**src/rtl/reset_sequencer.sv**
```systemverilog
// Reset bring-up: synchronise lock/button, debounce button, qualify lock, then
// release NUM_CH domains in order. Define RESET_SEQ_CAUSE_EN for the sticky cause port.
module reset_sequencer #(
    parameter int NUM_CH      = 3,
    parameter int STAGGER     = 16,
    parameter int LOCK_STABLE = 1024,
    parameter int DEBOUNCE    = 4096,
    parameter int SYNC_STAGES = 2
) (
    input  logic              clk,
    input  logic              reset,
    input  logic              lock_in,
    input  logic              button_n,
    output logic [NUM_CH-1:0] reset_out,
    output logic              ready
`ifdef RESET_SEQ_CAUSE_EN
    ,
    output logic [1:0]        cause
`endif
);

    // state       | meaning
    // S_HOLD      | all domains held in reset, waiting for fault to clear
    // S_WAIT_LOCK | counting LOCK_STABLE clean cycles
    // S_STAGGER   | releasing domains one per STAGGER cycles
    // S_RUN       | all domains released
    typedef enum logic [1:0] {
        S_HOLD,
        S_WAIT_LOCK,
        S_STAGGER,
        S_RUN
    } state_t;

    localparam int LS_W  = (LOCK_STABLE > 1) ? $clog2(LOCK_STABLE) : 1;
    localparam int ST_W  = (STAGGER > 1) ? $clog2(STAGGER) : 1;
    localparam int CNT_W = (LS_W > ST_W) ? LS_W : ST_W;
    localparam int DB_W  = (DEBOUNCE > 1) ? $clog2(DEBOUNCE) : 1;
    localparam int IDX_W = (NUM_CH > 1) ? $clog2(NUM_CH) : 1;

    localparam logic [CNT_W-1:0] LS_LAST  = CNT_W'(LOCK_STABLE - 1);
    localparam logic [CNT_W-1:0] ST_LAST  = CNT_W'(STAGGER - 1);
    localparam logic [DB_W-1:0]  DB_LAST  = DB_W'(DEBOUNCE - 1);
    localparam logic [IDX_W-1:0] IDX_LAST = IDX_W'(NUM_CH - 1);

    logic [SYNC_STAGES-1:0] lock_sync;
    logic [SYNC_STAGES-1:0] btn_sync;
    logic                   lock_s;
    logic                   btn_s;
    logic                   btn_db;
    logic [DB_W-1:0]        db_cnt;
    logic                   fault;

    state_t             state_q, state_d;
    logic [CNT_W-1:0]   cnt_q, cnt_d;
    logic [IDX_W-1:0]   idx_q, idx_d;
    logic [NUM_CH-1:0]  rst_q, rst_d;
    logic               ready_q, ready_d;

    always_ff @(posedge clk) begin
        if (reset) begin
            lock_sync <= '0;
            btn_sync  <= '1;
        end else begin
            lock_sync <= {lock_sync[SYNC_STAGES-2:0], lock_in};
            btn_sync  <= {btn_sync[SYNC_STAGES-2:0], button_n};
        end
    end

    assign lock_s = lock_sync[SYNC_STAGES-1];
    assign btn_s  = btn_sync[SYNC_STAGES-1];

    // The debounced state only flips after DEBOUNCE consecutive differing samples.
    always_ff @(posedge clk) begin
        if (reset) begin
            btn_db <= 1'b1;
            db_cnt <= '0;
        end else if (btn_s == btn_db) begin
            db_cnt <= '0;
        end else if (db_cnt == DB_LAST) begin
            btn_db <= btn_s;
            db_cnt <= '0;
        end else begin
            db_cnt <= db_cnt + 1'b1;
        end
    end

    assign fault = !lock_s || !btn_db;

    always_ff @(posedge clk) begin
        if (reset) begin
            state_q <= S_HOLD;
            cnt_q   <= '0;
            idx_q   <= '0;
            rst_q   <= '1;
            ready_q <= 1'b0;
        end else begin
            state_q <= state_d;
            cnt_q   <= cnt_d;
            idx_q   <= idx_d;
            rst_q   <= rst_d;
            ready_q <= ready_d;
        end
    end

    always_comb begin
        state_d = state_q;
        cnt_d   = cnt_q;
        idx_d   = idx_q;
        rst_d   = rst_q;
        ready_d = ready_q;
        case (state_q)
            S_HOLD: begin
                rst_d   = '1;
                ready_d = 1'b0;
                if (!fault) begin
                    state_d = S_WAIT_LOCK;
                    cnt_d   = '0;
                end
            end
            S_WAIT_LOCK: begin
                if (fault) begin
                    state_d = S_HOLD;
                end else if (cnt_q == LS_LAST) begin
                    state_d = S_STAGGER;
                    cnt_d   = '0;
                    idx_d   = '0;
                end else begin
                    cnt_d = cnt_q + 1'b1;
                end
            end
            S_STAGGER: begin
                if (fault) begin
                    state_d = S_HOLD;
                    rst_d   = '1;
                end else if (cnt_q == ST_LAST) begin
                    cnt_d = '0;
                    for (int k = 0; k < NUM_CH; k++) begin
                        if (idx_q == IDX_W'(k)) rst_d[k] = 1'b0;
                    end
                    if (idx_q == IDX_LAST) begin
                        state_d = S_RUN;
                        ready_d = 1'b1;
                    end else begin
                        idx_d = idx_q + 1'b1;
                    end
                end else begin
                    cnt_d = cnt_q + 1'b1;
                end
            end
            S_RUN: begin
                if (fault) begin
                    state_d = S_HOLD;
                    rst_d   = '1;
                    ready_d = 1'b0;
                end
            end
            default: begin
                state_d = S_HOLD;
                rst_d   = '1;
                ready_d = 1'b0;
            end
        endcase
    end

    assign reset_out = rst_q;
    assign ready     = ready_q;

`ifdef RESET_SEQ_CAUSE_EN
    logic [1:0] cause_q;

    // Only faults that knock a live sequence back into HOLD are recorded.
    always_ff @(posedge clk) begin
        if (reset) begin
            cause_q <= 2'b00;
        end else if (fault && (state_q != S_HOLD)) begin
            cause_q <= cause_q | {!btn_db, !lock_s};
        end
    end

    assign cause = cause_q;
`endif

endmodule

```
**config.mk**
```make
export PLATFORM = sky130hd
export DESIGN_NAME = reset_sequencer
export DESIGN_NICKNAME = d
export VERILOG_FILES = /design/src/rtl/reset_sequencer.sv
export SDC_FILE = /design/constraint.sdc
export NUM_CORES = 1
export LEC_CHECK = 0
export BUFFER_PORTS_ARGS = -buffer_cell sky130_fd_sc_hd__buf_2
export CAP_MARGIN = 5
export CORE_MARGIN = 10
export CORE_UTILIZATION = 48
export CTS_BUF_LIST = sky130_fd_sc_hd__clkbuf_4 sky130_fd_sc_hd__clkbuf_8
export CTS_CLUSTER_SIZE = 40
export DETAILED_ROUTE_END_ITERATION = 8
export PLACE_DENSITY = 0.72
export SYNTH_ARGS = -nofsm -noshare
export SYNTH_HDL_FRONTEND = slang
export SYNTH_SLANG_ARGS = --single-unit
```
**constraint.sdc**
```tcl
create_clock -name clk -period 6.95 [get_ports clk]
set_input_delay 0.3475 -clock clk [delete_from_list [all_inputs] [get_ports clk]]
set_output_delay 0.3475 -clock clk [all_outputs]
set_load 0.02 [all_outputs]
```
# Yosys cells after proc, flatten, opt, wreduce, memory -nomap -nowiden
# Index checks and enable logic that the tools add are counted.
# W data, S select, Z words.
# word_totals
mem_bits_rw	0
latch_bits	0
reg_bits	35
mem_count	0
word_cells	86
mem_bits_ro	0
out_inout_bits	4
# classes
magnitude_cmp	0
bitwise	1
multipliers	0
eq_ne	22
reduce_logical	17
shift	0
muxes	32
addsub	3
div_mod_pow	0
# op_table
cell	count
$mux W10	5
$pmux W10 S3	1
$mux W2	12
$ne A2 B2 Y1 const B	8
$reduce_and A4 Y1	4
$ne A3 B3 Y1 const B	5
$add A12 B1 Y12 const B	1
$eq A12 B12 Y1 const B	1
$add A10 B1 Y10 const B	1
$eq A10 B10 Y1 const B	1
$eq A10 B4 Y1 const B	1
$reduce_and A5 Y1	2
$mux W3	3
$pmux W3 S3	1
$pmux W2 S4	1
$mux W1	7
$eq A2 B2 Y1 const B	3
$reduce_and A6 Y1	1
$reduce_bool A3 Y1	2
$eq A2 B1 Y1 const B	2
$logic_not A2 Y1	2
$pmux W2 S2	1
$pmux W1 S3	1
$reduce_or A3 Y1	1
other kinds (7)	8

# Logic depth before layout (Yosys ltp)
# depth
word_depth	5
depth_mapped	7

# Least setup slack after synthesis
# OpenSTA, ideal clock, no wires.
# synth_path
path_kind	flip-flop to flip-flop
from	reg state_q[0]
to	reg cnt_q[7]
stages_incl_launch_ff	8
arrival_time_ns	2.115
required_ns	6.855
setup_time_ns	0.095
setup_slack_ns	4.740
synth_period_minus_slack_ns	2.210
path_cell_list	dfxtp_1 inv_1 ha_1 or3_1 buf_2 a21o_4 or4_1 a221oi_1
# synth_via
elab_chain_cells	3
elab_cells_between_ends	9
classes_between	eq/ne: 5; mux: 1; reduce/logical: 3
# synth_lines
item	line_no	rtl
start: declaration	53	state_t state_q, state_d;
start signal: assignment	97	state_q <= state_d;
$eq A2 B1 Y1, or another cell as far along	111	case (state_q)
$ne A2 B2 Y1 (no line) or $reduce_bool A3 Y1 (tied branches)	-	
$reduce_and A4 Y1 (no line)	-	
end signal: assignment	98	cnt_q <= cnt_d;
end: declaration	54	logic [CNT_W-1:0] cnt_q, cnt_d;
# Parallel ways exist; a longest one is shown, timed or not.
# A chain may end at the register's enable or synchronous reset.

# Final worst setup path
# layout_path
from	reg cnt_q[0]
to	reg cnt_q[9]
# layout_via
elab_chain_cells	4
elab_cells_between_ends	8
classes_between	add/sub: 1; eq/ne: 2; mux: 5
# layout_lines
item	line_no
$add A10 B1 Y10, or another cell as far along	128, 147
$mux W10 (on tied branches)	135, 123
$mux W10 (on tied branches)	132, 121
$pmux W10 S3 *	111
# Mark *: on every way between the ends. The rest lies on a longest branch, timed or not. The select of a mux whose other input is x is not followed.

==> run summary <==
status: complete, no violations
antenna viol nets, final: 0
Sw Share: 27.4%
Layout fillers: 341
Net Switching: 0.107 mW
Via density: 5.87
RSZ-0062 raised after global routing: no
Final Cell Area: 1970 um^2
Synth cell types: 42
Root Driver: clkbuf_8
largest net degree at the start of global routing: 21
Startpoint Class: flip-flop
WHS: 0.241 ns
predominant post-synthesis flop cell: dfxtp_1
Worst Tran Pin Value: 0.934 ns
PnR Total Power: 0.392 mW
Post-synth EDFFs: 0
Max Freq: 421 MHz
cts hold-fix bufs: 0
WL/cell: 13.8 um
Die ar.: 6640 um^2
Async S/R FF share, synth: 0%
Slew HR: 37.5%
CTS tree: yes
multi-input combinational cell area: 1020 um^2
clk sink count: 35
First DRT Iteration DRCs: 88
Final #Nets: 233
Clock Tree Buf Depth: 2
GPL Wtd Cong: 0.883
final wirelength: 3710 um
die height: 81.5 um
vias in the first global route: 1425
gr ovfl total: 0
CTS H-tree lvls: 2
Vias: 1580
post-CTS setup buffer count: 0
Worst-Skew Late Latency: 0.29 ns
logic gate share of total power: 9.4%
area leader, netlist: dfxtp_1
endpoints failing setup: 0
setup TNS: 0 ns
placed cells: 261
most common cell in the netlist: dfxtp_1
Num CTS Buffers: 5
Int Power: 0.285 mW
Synth Register Bits: 35
final core occ: 53.9%
DIE WIDTH: 81.5 um
n_diodes: 0
sequential cell area: 701 um^2
Synth Warn #: 0
Core Area: 3660 um^2
first-pass GRT wire length: 6310 um
largest cells by area after synthesis: dfxtp_1 (39%), ha_1 (6.2%), nor2_1 (4.3%)
Clock Power Share: 38.6%
post-synthesis average cell area: 8.48 um^2
Final Non-Filler Cells: 269
Fin. Hold Viols: 0
IO Pins: 8
peak supply drop: 131 uV
starting density of the core: 49.6%
period utilization: 34.2%
Sequential Power Share: 52.1%
Post-synth top cells: dfxtp_1 (35), nor2_1 (21), nand2_1 (16), inv_1 (15), nand3_1 (12)
# DRC: 0
Mapped Nets: 227
port buffer count: 7
sequential share of the synthesized area: 38.6%
Max Slew Vio Count: 0
initial antenna violation count: 0
DR pass1 iterations: 4
synthesized area: 1820 um^2
Placement Cell Area: 1880 um^2
WP data required: 7.14 ns
CP Class: flip-flop to flip-flop
min Tclk post-route: 2.37 ns
detailed-placement wirelength estimate: 2610 um
post-cts gate resize count: 0
top fanout value on the critical path: 11
Crit. End Element: flip-flop
overall routing resource usage: 11.6%
clk_skew: 0.00651 ns
Max Cap Viol: 0
Post-Syn Instances: 214
area growth from synthesis to layout: 8.61%
arrival time at the worst endpoint: 2.57 ns
Cell Pwr Density: 199 nW/um^2
pre-CTS setup slack: 4.63 ns
share of Yosys cell area claimed by the top area cell type: 38.6%
worst setup margin: 4.58 ns
clock-pin slew on the worst setup and hold paths: 0.08 ns
row cnt: 22
leakage: 0.671 nW
share of cells above drive strength 1: 9.05%
min-delay worst type: input pin to flip-flop
==> cell type report <==
type | instances | area share, %
repair buffers | 8 | 2.16
clock inverters | 3 | 1.02
clock buffers | 5 | 3.49
inverters | 15 | 2.86
flip-flops and latches | 35 | 35.5
well taps | 48 | 3.05
multi-input cells | 155 | 51.9
==> layout by cell type (no fill, tap or decap), types with 2 or more instances in the layout <==
cell,count
nor2_1,21
buf_2,7
nand2_1,16
a21oi_1,8
clkinvlp_4,2
o221ai_1,3
clkbuf_8,5
or4_1,3
nand3_1,12
a31oi_1,5
inv_1,15
nand4_1,6
a2111oi_0,4
xor2_1,6
dfxtp_1,35
a221oi_1,2
xnor2_1,5
o2111ai_1,5
nor2b_1,4
a211oi_1,4
or3_1,4
nor4_1,2
and3_1,4
and4_1,3
and4b_1,2
o21ai_0,7
or2_2,2
ha_1,9
o31ai_1,4
==> path summary, 6_finish.rpt <==
check,end,slack [ns],cells past startpoint,startpoint
max,cnt_q[9],4.58,5,cnt_q[0]
min,btn_sync[0],0.24,2,button_n
max reg2reg,cnt_q[9],4.58,5,cnt_q[0]
min reg2reg,btn_sync[1],0.42,1,btn_sync[0]
==> flip-flops by register name, indices dropped and copies added (netlist names) <==
register	flops
btn_db	1
btn_sync	2
cnt_q	10
db_cnt	12
idx_q	2
lock_sync	2
ready	1
reset_out	3
state_q	2
==> logic make-up (layout without fill, tap and decap cells) <==
kind of cell	Yosys count	after routing	share of synthesized area [%]
AOI/OAI and AO/OA	53	53	21.4
xor gates and xnor gates	11	11	5.31
adders and majority gates	9	9	6.20
buffers and inverters	24	31	5.03
DFF	35	35	38.6
and+or+nand+nor	82	82	23.4
==> power groups by stage <==
stage	logic [mW]	clock network [mW]	registers, mW
floorplan	0.0276	0	0.208
global placement	0.0364	0	0.209
detailed placement	0.0361	0	0.209
CTS	0.0362	0.156	0.204
global route	0.0404	0.162	0.204
finish	0.0367	0.151	0.204
==> per-layer routing <==
metal	vias to the layer above	wire, um	global-route usage (%)
li1	805	-	-
met1	729	1850	14.8
met4	0	52	5.88
met5	-	0	0
met3	7	200	3.06
met2	39	1600	17.6
==> critical path, stage by stage (launching register included) <==
cell and delay [ns]:
dfxtp_1 0.35, ha_1 0.25, and3_1 0.30, a31oi_1 0.72, o21ai_0 0.31, a221oi_1 0.35
(Power assumes the default switching activity.)
